==> src/rtl/fetch_pkg.sv <==
// ----------------------------------------------------------------------------
// fetch_pkg
// Shared definitions for the instruction fetch slice:
//   - fetch FSM state encoding
//   - instruction field widths
//   - opcode constants used by downstream decode/control
//   - sequential PC advance helper
// ----------------------------------------------------------------------------
package fetch_pkg;

    localparam int XLEN     = 32;
    localparam int OPCODE_W = 6;
    localparam int REG_W    = 5;
    localparam int FUNCT_W  = 6;
    localparam int IMM_W    = 16;

    localparam logic [OPCODE_W-1:0] OP_RTYPE = 6'b000000;

    typedef enum logic [1:0] {
        ST_IDLE = 2'b00,
        ST_REQ  = 2'b01,
        ST_HOLD = 2'b10
    } fetch_state_e;

    // Sequential next PC; the add is modulo 2^32 so the top word wraps to 0.
    function automatic logic [XLEN-1:0] pc_advance(input logic [XLEN-1:0] pc,
                                                   input logic [XLEN-1:0] step);
        return pc + step;
    endfunction

endpackage

==> src/rtl/instr_fields.sv <==
// ----------------------------------------------------------------------------
// instr_fields
// Purely combinational slicing of a 32-bit instruction word into its fields.
// Ports:
//   instr_i   [31:0]  instruction word (from the instruction register)
//   opcode_o  [5:0]   instr[31:26]
//   rs_o      [4:0]   instr[25:21]
//   rt_o      [4:0]   instr[20:16]
//   rd_o      [4:0]   instr[15:11]
//   shamt_o   [4:0]   instr[10:6]
//   funct_o   [5:0]   instr[5:0]
//   imm_o     [15:0]  instr[15:0]
// ----------------------------------------------------------------------------
module instr_fields
    import fetch_pkg::*;
(
    input  logic [XLEN-1:0]     instr_i,
    output logic [OPCODE_W-1:0] opcode_o,
    output logic [REG_W-1:0]    rs_o,
    output logic [REG_W-1:0]    rt_o,
    output logic [REG_W-1:0]    rd_o,
    output logic [REG_W-1:0]    shamt_o,
    output logic [FUNCT_W-1:0]  funct_o,
    output logic [IMM_W-1:0]    imm_o
);

    assign opcode_o = instr_i[31:26];
    assign rs_o     = instr_i[25:21];
    assign rt_o     = instr_i[20:16];
    assign rd_o     = instr_i[15:11];
    assign shamt_o  = instr_i[10:6];
    assign funct_o  = instr_i[5:0];
    assign imm_o    = instr_i[15:0];

endmodule

==> src/rtl/fetch_unit.sv <==
// ----------------------------------------------------------------------------
// fetch_unit
// Single-outstanding-request instruction fetcher. Issues a read at the fetch
// PC, latches the returned word into the instruction register, presents its
// decoded fields until the decoder accepts it, then fetches the next word.
// A redirect reloads the fetch PC and squashes whatever is in flight or held.
// Parameters:
//   RESET_PC       first fetch address after reset
//   PC_STEP        byte increment per sequential fetch
// Ports:
//   clk_i          clock, rising edge
//   rst_i          asynchronous active-high reset
//   en_i           fetch enable
//   stall_i        downstream not accepting the held instruction
//   redirect_i     branch/jump redirect strobe (highest priority)
//   redirect_pc_i  redirect target, used as given
//   imem_req_o     instruction memory read request
//   imem_addr_o    read address (the fetch PC)
//   imem_ack_i     read data valid
//   imem_data_i    instruction word
//   pc_o           address of the held instruction
//   instr_valid_o  held instruction / decoded fields valid
//   opcode_o .. imm_o  fields of the held instruction
// ----------------------------------------------------------------------------
module fetch_unit
    import fetch_pkg::*;
#(
    parameter logic [XLEN-1:0] RESET_PC = 32'h0000_0000,
    parameter logic [XLEN-1:0] PC_STEP  = 32'd4
) (
    input  logic                clk_i,
    input  logic                rst_i,
    input  logic                en_i,
    input  logic                stall_i,
    input  logic                redirect_i,
    input  logic [XLEN-1:0]     redirect_pc_i,
    output logic                imem_req_o,
    output logic [XLEN-1:0]     imem_addr_o,
    input  logic                imem_ack_i,
    input  logic [XLEN-1:0]     imem_data_i,
    output logic [XLEN-1:0]     pc_o,
    output logic                instr_valid_o,
    output logic [OPCODE_W-1:0] opcode_o,
    output logic [REG_W-1:0]    rs_o,
    output logic [REG_W-1:0]    rt_o,
    output logic [REG_W-1:0]    rd_o,
    output logic [REG_W-1:0]    shamt_o,
    output logic [FUNCT_W-1:0]  funct_o,
    output logic [IMM_W-1:0]    imm_o
);

    fetch_state_e    state_r;
    fetch_state_e    next_state_s;
    logic [XLEN-1:0] fetch_pc_r;
    logic [XLEN-1:0] pc_r;
    logic [XLEN-1:0] instr_r;
    logic            req_r;
    logic            valid_r;
    logic            latch_s;
    logic            load_redirect_s;

    // Next-state and datapath-control decode; a redirect outranks every other event.
    always_comb begin
        next_state_s    = state_r;
        latch_s         = 1'b0;
        load_redirect_s = 1'b0;
        if (redirect_i) begin
            // Same-cycle ack data is dropped simply by not asserting latch_s.
            load_redirect_s = 1'b1;
            if (en_i) begin
                next_state_s = ST_REQ;
            end else begin
                next_state_s = ST_IDLE;
            end
        end else begin
            case (state_r)
                ST_IDLE: begin
                    if (en_i) begin
                        next_state_s = ST_REQ;
                    end else begin
                        next_state_s = ST_IDLE;
                    end
                end
                ST_REQ: begin
                    // en_i is deliberately not looked at: an issued request always completes.
                    if (imem_ack_i) begin
                        latch_s      = 1'b1;
                        next_state_s = ST_HOLD;
                    end else begin
                        next_state_s = ST_REQ;
                    end
                end
                ST_HOLD: begin
                    if (stall_i) begin
                        next_state_s = ST_HOLD;
                    end else if (en_i) begin
                        next_state_s = ST_REQ;
                    end else begin
                        next_state_s = ST_IDLE;
                    end
                end
                default: begin
                    next_state_s = ST_IDLE;
                end
            endcase
        end
    end

    // FSM state register.
    always_ff @(posedge clk_i or posedge rst_i) begin
        if (rst_i) begin
            state_r <= ST_IDLE;
        end else begin
            state_r <= next_state_s;
        end
    end

    // Fetch PC: redirect target, or sequential advance once a fetch is accepted.
    always_ff @(posedge clk_i or posedge rst_i) begin
        if (rst_i) begin
            fetch_pc_r <= RESET_PC;
        end else if (load_redirect_s) begin
            fetch_pc_r <= redirect_pc_i;
        end else if (latch_s) begin
            fetch_pc_r <= pc_advance(fetch_pc_r, PC_STEP);
        end else begin
            fetch_pc_r <= fetch_pc_r;
        end
    end

    // Instruction register and its address, written only when a fetch is accepted.
    always_ff @(posedge clk_i or posedge rst_i) begin
        if (rst_i) begin
            instr_r <= 32'h0000_0000;
            pc_r    <= RESET_PC;
        end else if (latch_s) begin
            instr_r <= imem_data_i;
            pc_r    <= fetch_pc_r;
        end else begin
            instr_r <= instr_r;
            pc_r    <= pc_r;
        end
    end

    // Request and valid flags registered from the next state so they track the FSM exactly.
    always_ff @(posedge clk_i or posedge rst_i) begin
        if (rst_i) begin
            req_r   <= 1'b0;
            valid_r <= 1'b0;
        end else begin
            req_r   <= (next_state_s == ST_REQ);
            valid_r <= (next_state_s == ST_HOLD);
        end
    end

    assign imem_req_o    = req_r;
    assign imem_addr_o   = fetch_pc_r;
    assign pc_o          = pc_r;
    assign instr_valid_o = valid_r;

    instr_fields u_fields (
        .instr_i  (instr_r),
        .opcode_o (opcode_o),
        .rs_o     (rs_o),
        .rt_o     (rt_o),
        .rd_o     (rd_o),
        .shamt_o  (shamt_o),
        .funct_o  (funct_o),
        .imm_o    (imm_o)
    );

endmodule
==> config.mk <==
export PLATFORM = sky130hd
export DESIGN_NAME = fetch_unit
export DESIGN_NICKNAME = d
export VERILOG_FILES = /design/src/rtl/fetch_pkg.sv /design/src/rtl/instr_fields.sv /design/src/rtl/fetch_unit.sv
export SDC_FILE = /design/constraint.sdc
export NUM_CORES = 1
export LEC_CHECK = 0
export ABC_AREA = 1
export CORE_MARGIN = 8
export CORE_UTILIZATION = 48
export CTS_CLUSTER_SIZE = 12
export DETAILED_ROUTE_END_ITERATION = 7
export MAX_ROUTING_LAYER = met4
export PLACE_DENSITY = 0.89
export REMOVE_ABC_BUFFERS = 1
export SYNTH_ARGS = -nofsm -noshare
export SYNTH_HDL_FRONTEND = slang
export SYNTH_SLANG_ARGS = --single-unit
export TNS_END_PERCENT = 20
==> constraint.sdc <==
create_clock -name clk_i -period 8.1 [get_ports clk_i]
set_input_delay 1.62 -clock clk_i [delete_from_list [all_inputs] [get_ports clk_i]]
set_output_delay 1.62 -clock clk_i [all_outputs]
set_load 0.1 [all_outputs]
==> results of run 1 <==
[per-stage QoR]
stage,instances,power (mW)
finish,907,2.36
global route,907,2.44
CTS,907,2.37
detailed placement,891,2.07
global placement,891,2.05
floorplan,571,1.71
[logic make-up after synthesis]
family,Yosys count,share of synthesized area
AND/OR/NAND/NOR,361,0.313
flip-flops,100,0.516
buffers and inverters,87,0.0908
AO/OA/AOI/OAI,58,0.0681
XOR/XNOR,5,0.00903
adder cells (fa/ha/maj),1,0.00258
[per-layer routing]
layer,routed length (um),part of all wire
met4,210,0.014
met5,0,0
met3,1260,0.084
met2,7250,0.49
met1,6220,0.42
[Yosys cell counts]
cell type and instances:
xor2_1 5, nor2_2 5, ha_1 1, nor2_1 58, nand4_1 19, o2111ai_1 3, buf_4 20, nand2_2 3
o21ai_1 3, nand3b_1 3, a21oi_1 7, buf_2 13, nand3_1 41, o21ai_0 33, o221ai_1 1, inv_1 42
o22ai_1 2, nor2_4 4, nand2_1 226, nor3_1 1, inv_2 4, dfrtp_1 100, a31oi_1 2, o211ai_1 3
o31ai_1 2, nor4_1 1, buf_6 3, o41ai_1 2, clkbuf_1 5
[registers in the layout, indices dropped and copies added, names as in the netlist]
register	count
imem_req_o	1
instr_valid_o	1
instr_r	32
pc_o	32
imem_addr_o	32
state_r	2
[power groups by stage]
stage / logic, mW / clock network (mW) / registers, mW
global route: 1.42 / 0.328 / 0.699
global placement: 1.37 / 0 / 0.689
finish: 1.37 / 0.300 / 0.686
CTS: 1.38 / 0.308 / 0.685
floorplan: 0.138 / 0 / 1.57
detailed placement: 1.38 / 0 / 0.694
[critical path, delay by kind of cell]
kind	cells	cell delay (ns)
buffers and inverters	5	2.21
and+or+nand+nor	4	0.40
[cell type report]
| class | instances | area (sq um) | share of cell area |
|---|---|---|---|
| tap | 133 | 166 | 0.0245 |
| clock inverter | 6 | 48.8 | 0.00717 |
| timing repair buffer | 187 | 1860 | 0.274 |
| multi-input combinational | 425 | 1910 | 0.281 |
| inverter | 46 | 175 | 0.0257 |
| sequential | 100 | 2500 | 0.368 |
| clock buffer | 10 | 138 | 0.0202 |
[worst max path at each step]
stage,end,cells after the start
floorplan,imem_addr_o[29],6
global placement,imem_addr_o[2],9
detailed placement,imem_addr_o[31],9
CTS,imem_addr_o[2],9
global route,imem_addr_o[31],9
finish,imem_addr_o[31],9
==> metrics.yaml, run 1 <==
sta:
  holdWs_ns: 0.477
  fmax_ghz: 0.247
  drv_slew: 0
  skew_ns: 0.00834
  min_period_ns: 4.05
  setup_ws_ns: 4.05
  relSlewSlack: 0.306
  rsz0062_at_grt: "false"
  setup_viol_count_final: 0
  fin_setup_tns_ns: 0
  post-route-period-util: 0.501
  worst_pin_slew_ns: 1.04
  hold_viol_final: 0
placement:
  place_hpwl_um: 11200
  pre_cts_ws_ns: 3.72
  place.gp.congestion: 0.912
  port_buffers: 183
  place_area_sq_mm: 0.00662
cts:
  post_cts_buffers: 0
  cts.repair.resized: 0
  root_buffer: "clkbuf_8"
  cts.sinks: 100
  holdBufCountCts: 0
  htree_levels: 3
  clock_latency_ns: 0.36
  cts.clk_slew.worst_paths_ns: 0.09
  cts_tree: "yes"
  cts_inserted_buffers: 9
  clk_path_buf_depth: 2
drt:
  drtAntennaViolNets: 0
  drt_iter0_drc: 455
  drc: 0
  dr.pass1.iters: 8
  post_drt_via_cell_ratio: 5.27
  vias: 4781
  routed_wirelength_um: 15000
  wl_per_cell_um: 16.5
synth:
  syn_area_sq_mm: 0.00485
  yosysWarnings: 0
  yosys_register_bits: 100
  ys_seq_area_frac: 0.516
  yosys.area.top_type: "dfrtp_1"
  synth_top_area_frac: 0.516
  postSynthAreaPerCell_sq_um: 7.92
  synth_area_leaders: "dfrtp_1, nand2_1, nor2_1"
  synth_cell_types: 29
  syn_inst: 612
worst_setup_path:
  reg2reg_from: "state_r[1]"
  path_common_cell: "buf_4"
  critPathMaxFanout: 66
  cp_cell_sequence: "clkdlybuf4s50_1, buf_4, nor2_4, buf_4, inv_2, buf_4, nor2_1, nand3_1, nand3b_1"
  rr_endpoint: "imem_addr_o[29]"
  arrival_ns: 4.30
  worst-setup-path-type: "primary input to flop"
  worstSetupStartpointType: "primary input"
  cp_slowest_cell: "buf_4"
  ff2ff_path_depth: 9
  ff2ff_setup_slack_ns: 5.40
  cp.required_ns: 8.35
  cp-startpoint: "redirect_i"
  end_kind: "flop"
  cpPeakStageDelay_ns: 0.61
power:
  p_per_area_mw_per_mm2: 347
  combPwrFrac: 0.582
  p_seq_frac: 0.291
  p_int_mw: 1.01
  p_sw_frac: 0.573
  p_leak_nw: 3.07
  clockPowerShare: 0.127
  power.switching_mw: 1.35
  ir_drop_uv: 182
floorplan:
  core_sq_mm: 0.00977
  dieArea_sq_mm: 0.0136
  dieWidth_um: 117
  die_y_um: 117
  initial_core_util: 0.496
  num_rows: 36
  pin_count: 184
worst_hold_path:
  holdPathEnd: "instr_r[18]"
  min_path_type: "flop to flop"
  hp-start: "instr_r[18]"
  worstHoldPathCells: 2
cells_and_area:
  syn_to_final_growth_pct: 40.3
  nets: 840
  drive_gt1_frac: 0.0478
  final_common_cell: "nand2_1"
  fin_area_sq_mm: 0.00680
  n_fill_cell: 784
  post-route-util: 0.696
  layout_common_cells: "nand2_1, clkdlybuf4s50_1, dfrtp_1"
  antenna_cells: 0
status:
  status: "finished, final reports clean"
grt:
  met1_usage: 0.276
  grt_use_total: 0.225
  grt_pass1_vias: 4627
  antenna_found_initial: 0
  grt_max_degree: 67
  grt.busiest_layer: "met2"
  grt_util_met2: 0.377
  grt_pass1_wl_um: 23400
  grtUsageMet3: 0.0326
  gr-total-overflow: 0
flow_run:
  max_cap_viol_count: 0
(Power assumes the default switching activity.)
==> run 2, diff against run 1 <==
--- a/config.mk
+++ b/config.mk
@@ -7,11 +7,11 @@
 export LEC_CHECK = 0
 export ABC_AREA = 1
 export CORE_MARGIN = 8
-export CORE_UTILIZATION = 48
+export CORE_UTILIZATION = 44
 export CTS_CLUSTER_SIZE = 12
 export DETAILED_ROUTE_END_ITERATION = 7
 export MAX_ROUTING_LAYER = met4
-export PLACE_DENSITY = 0.89
+export PLACE_DENSITY = 0.83
 export REMOVE_ABC_BUFFERS = 1
 export SYNTH_ARGS = -nofsm -noshare
 export SYNTH_HDL_FRONTEND = slang
==> constraint.sdc (replaced) <==
create_clock -name clk_i -period 3.94 [get_ports clk_i]
set_input_delay 0.788 -clock clk_i [delete_from_list [all_inputs] [get_ports clk_i]]
set_output_delay 0.788 -clock clk_i [all_outputs]
set_load 0.1 [all_outputs]
==> metrics.yaml, run 2 (synthesis gave the netlist of run 1 again) <==
status:
  status: "finished, final reports clean"
power:
  clockPowerShare: 0.123
  p_seq_frac: 0.291
  power.switching_mw: 2.76
  p_int_mw: 2.07
  p_sw_frac: 0.571
  p_per_area_mw_per_mm2: 707
  combPwrFrac: 0.586
  ir_drop_uv: 498
  p_leak_nw: 3.08
sta:
  min_period_ns: 2.86
  fin_setup_tns_ns: 0
  drv_slew: 0
  worst_pin_slew_ns: 1.09
  rsz0062_at_grt: "false"
  hold_viol_final: 0
  skew_ns: 0.0126
  setup_viol_count_final: 0
  relSlewSlack: 0.274
  holdWs_ns: 0.478
  fmax_ghz: 0.349
  post-route-period-util: 0.726
worst_setup_path:
  crit_family: "buffers and inverters"
  path_depth: 1
  end_kind: "output port"
  cp.required_ns: 3.15
  cp_slowest_cell: "clkdlybuf4s50_1"
  cpPeakStageDelay_ns: 1.25
  arrival_ns: 2.07
  worst-setup-path-type: "flop to output port"
  cp_cell_sequence: "clkdlybuf4s50_1"
  ff2ff_path_depth: 8
  critPathMaxFanout: 6
  worstSetupStartpointType: "flop"
  cp.buffers_inverters: 1
cts:
  cts.sinks: 100
  clock_latency_ns: 0.36
  clk_path_buf_depth: 2
  htree_levels: 3
  root_buffer: "clkbuf_8"
  cts_inserted_buffers: 9
  post_cts_buffers: 0
  cts.repair.resized: 0
  cts.clk_slew.worst_paths_ns: 0.09
  holdBufCountCts: 0
  cts_tree: "yes"
worst_hold_path:
  min_path_type: "flop to flop"
  worstHoldPathCells: 2
cells_and_area:
  layout_common_cells: "nand2_1, clkdlybuf4s50_1, dfrtp_1"
  post-route-util: 0.632
  final_common_cell: "nand2_1"
  nets: 842
  multi_input_area_sq_mm: 0.00191
  n_fill_cell: 921
  syn_to_final_growth_pct: 40.7
  seqCellArea_sq_mm: 0.00250
  fin_cells: 916
  antenna_cells: 0
  drive_gt1_frac: 0.0464
drt:
  drc: 0
  dr.pass1.iters: 5
  vias: 4695
  wl_per_cell_um: 16.4
  drtAntennaViolNets: 0
  drt_iter0_drc: 331
  routed_wirelength_um: 15000
  post_drt_via_cell_ratio: 5.13
floorplan:
  core_sq_mm: 0.0108
  initial_core_util: 0.449
  pin_count: 184
  dieWidth_um: 121
  die_y_um: 121
  num_rows: 38
  dieArea_sq_mm: 0.0146
placement:
  place_hpwl_um: 11100
  port_buffers: 183
  placed_cells: 900
  place.gp.congestion: 0.893
flow_run:
  max_cap_viol_count: 0
grt:
  gr-total-overflow: 0
  grt_pass1_vias: 4659
  grt_use_total: 0.206
  grt_max_degree: 72
  antenna_found_initial: 0
  grt_pass1_wl_um: 23700
## run 2: path summary, 6_finish.rpt
check                                 from              end  slack [ns]
min                            instr_r[29]      instr_r[29]        0.48
min reg2reg                    instr_r[29]      instr_r[29]        0.48
min in group asynchronous            rst_i      instr_r[31]        0.88
max                        imem_addr_o[16]  imem_addr_o[16]        1.08
max in group asynchronous            rst_i      instr_r[19]        2.24
max reg2reg                     state_r[1]  imem_addr_o[15]        2.11
## run 2: final cells by class
cell class | instances | area share
Multi-Input combinational cell | 425 | 0.280
Tap cell | 140 | 0.0257
Clock buffer | 13 | 0.0218
Sequential cell | 100 | 0.367
Inverter | 46 | 0.0257
Clock inverter | 3 | 0.00330
Timing Repair Buffer | 189 | 0.277
## run 2: power groups by stage
stage,combinational (mW),clock (mW),sequential (mW)
2_1_floorplan,0.283,0,3.23
3_3_place_gp,2.82,0,1.41
3_5_place_dp,2.84,0,1.42
4_1_cts,2.84,0.614,1.40
5_1_grt,2.92,0.644,1.43
6_report,2.83,0.595,1.40
## run 2: metrics by stage
step / instance area (sq um) / power, mW / setup slack (ns)
final: 6820 / 4.83 / 1.08
after global routing: 6820 / 5.00 / 1.03
after CTS: 6820 / 4.86 / 1.05
after detailed placement: 6650 / 4.26 / 0.935
after global placement: 6650 / 4.23 / 1.02
after floorplan: 4580 / 3.51 / 0.454
## run 2: layer usage
metal / wire [um] / share of wire / global-route usage
met3: 1150 / 0.077 / 0.0414
met4: 223 / 0.015 / 0.0656
met5: 0 / 0 / -
met1: 6270 / 0.42 / 0.245
met2: 7370 / 0.49 / 0.345
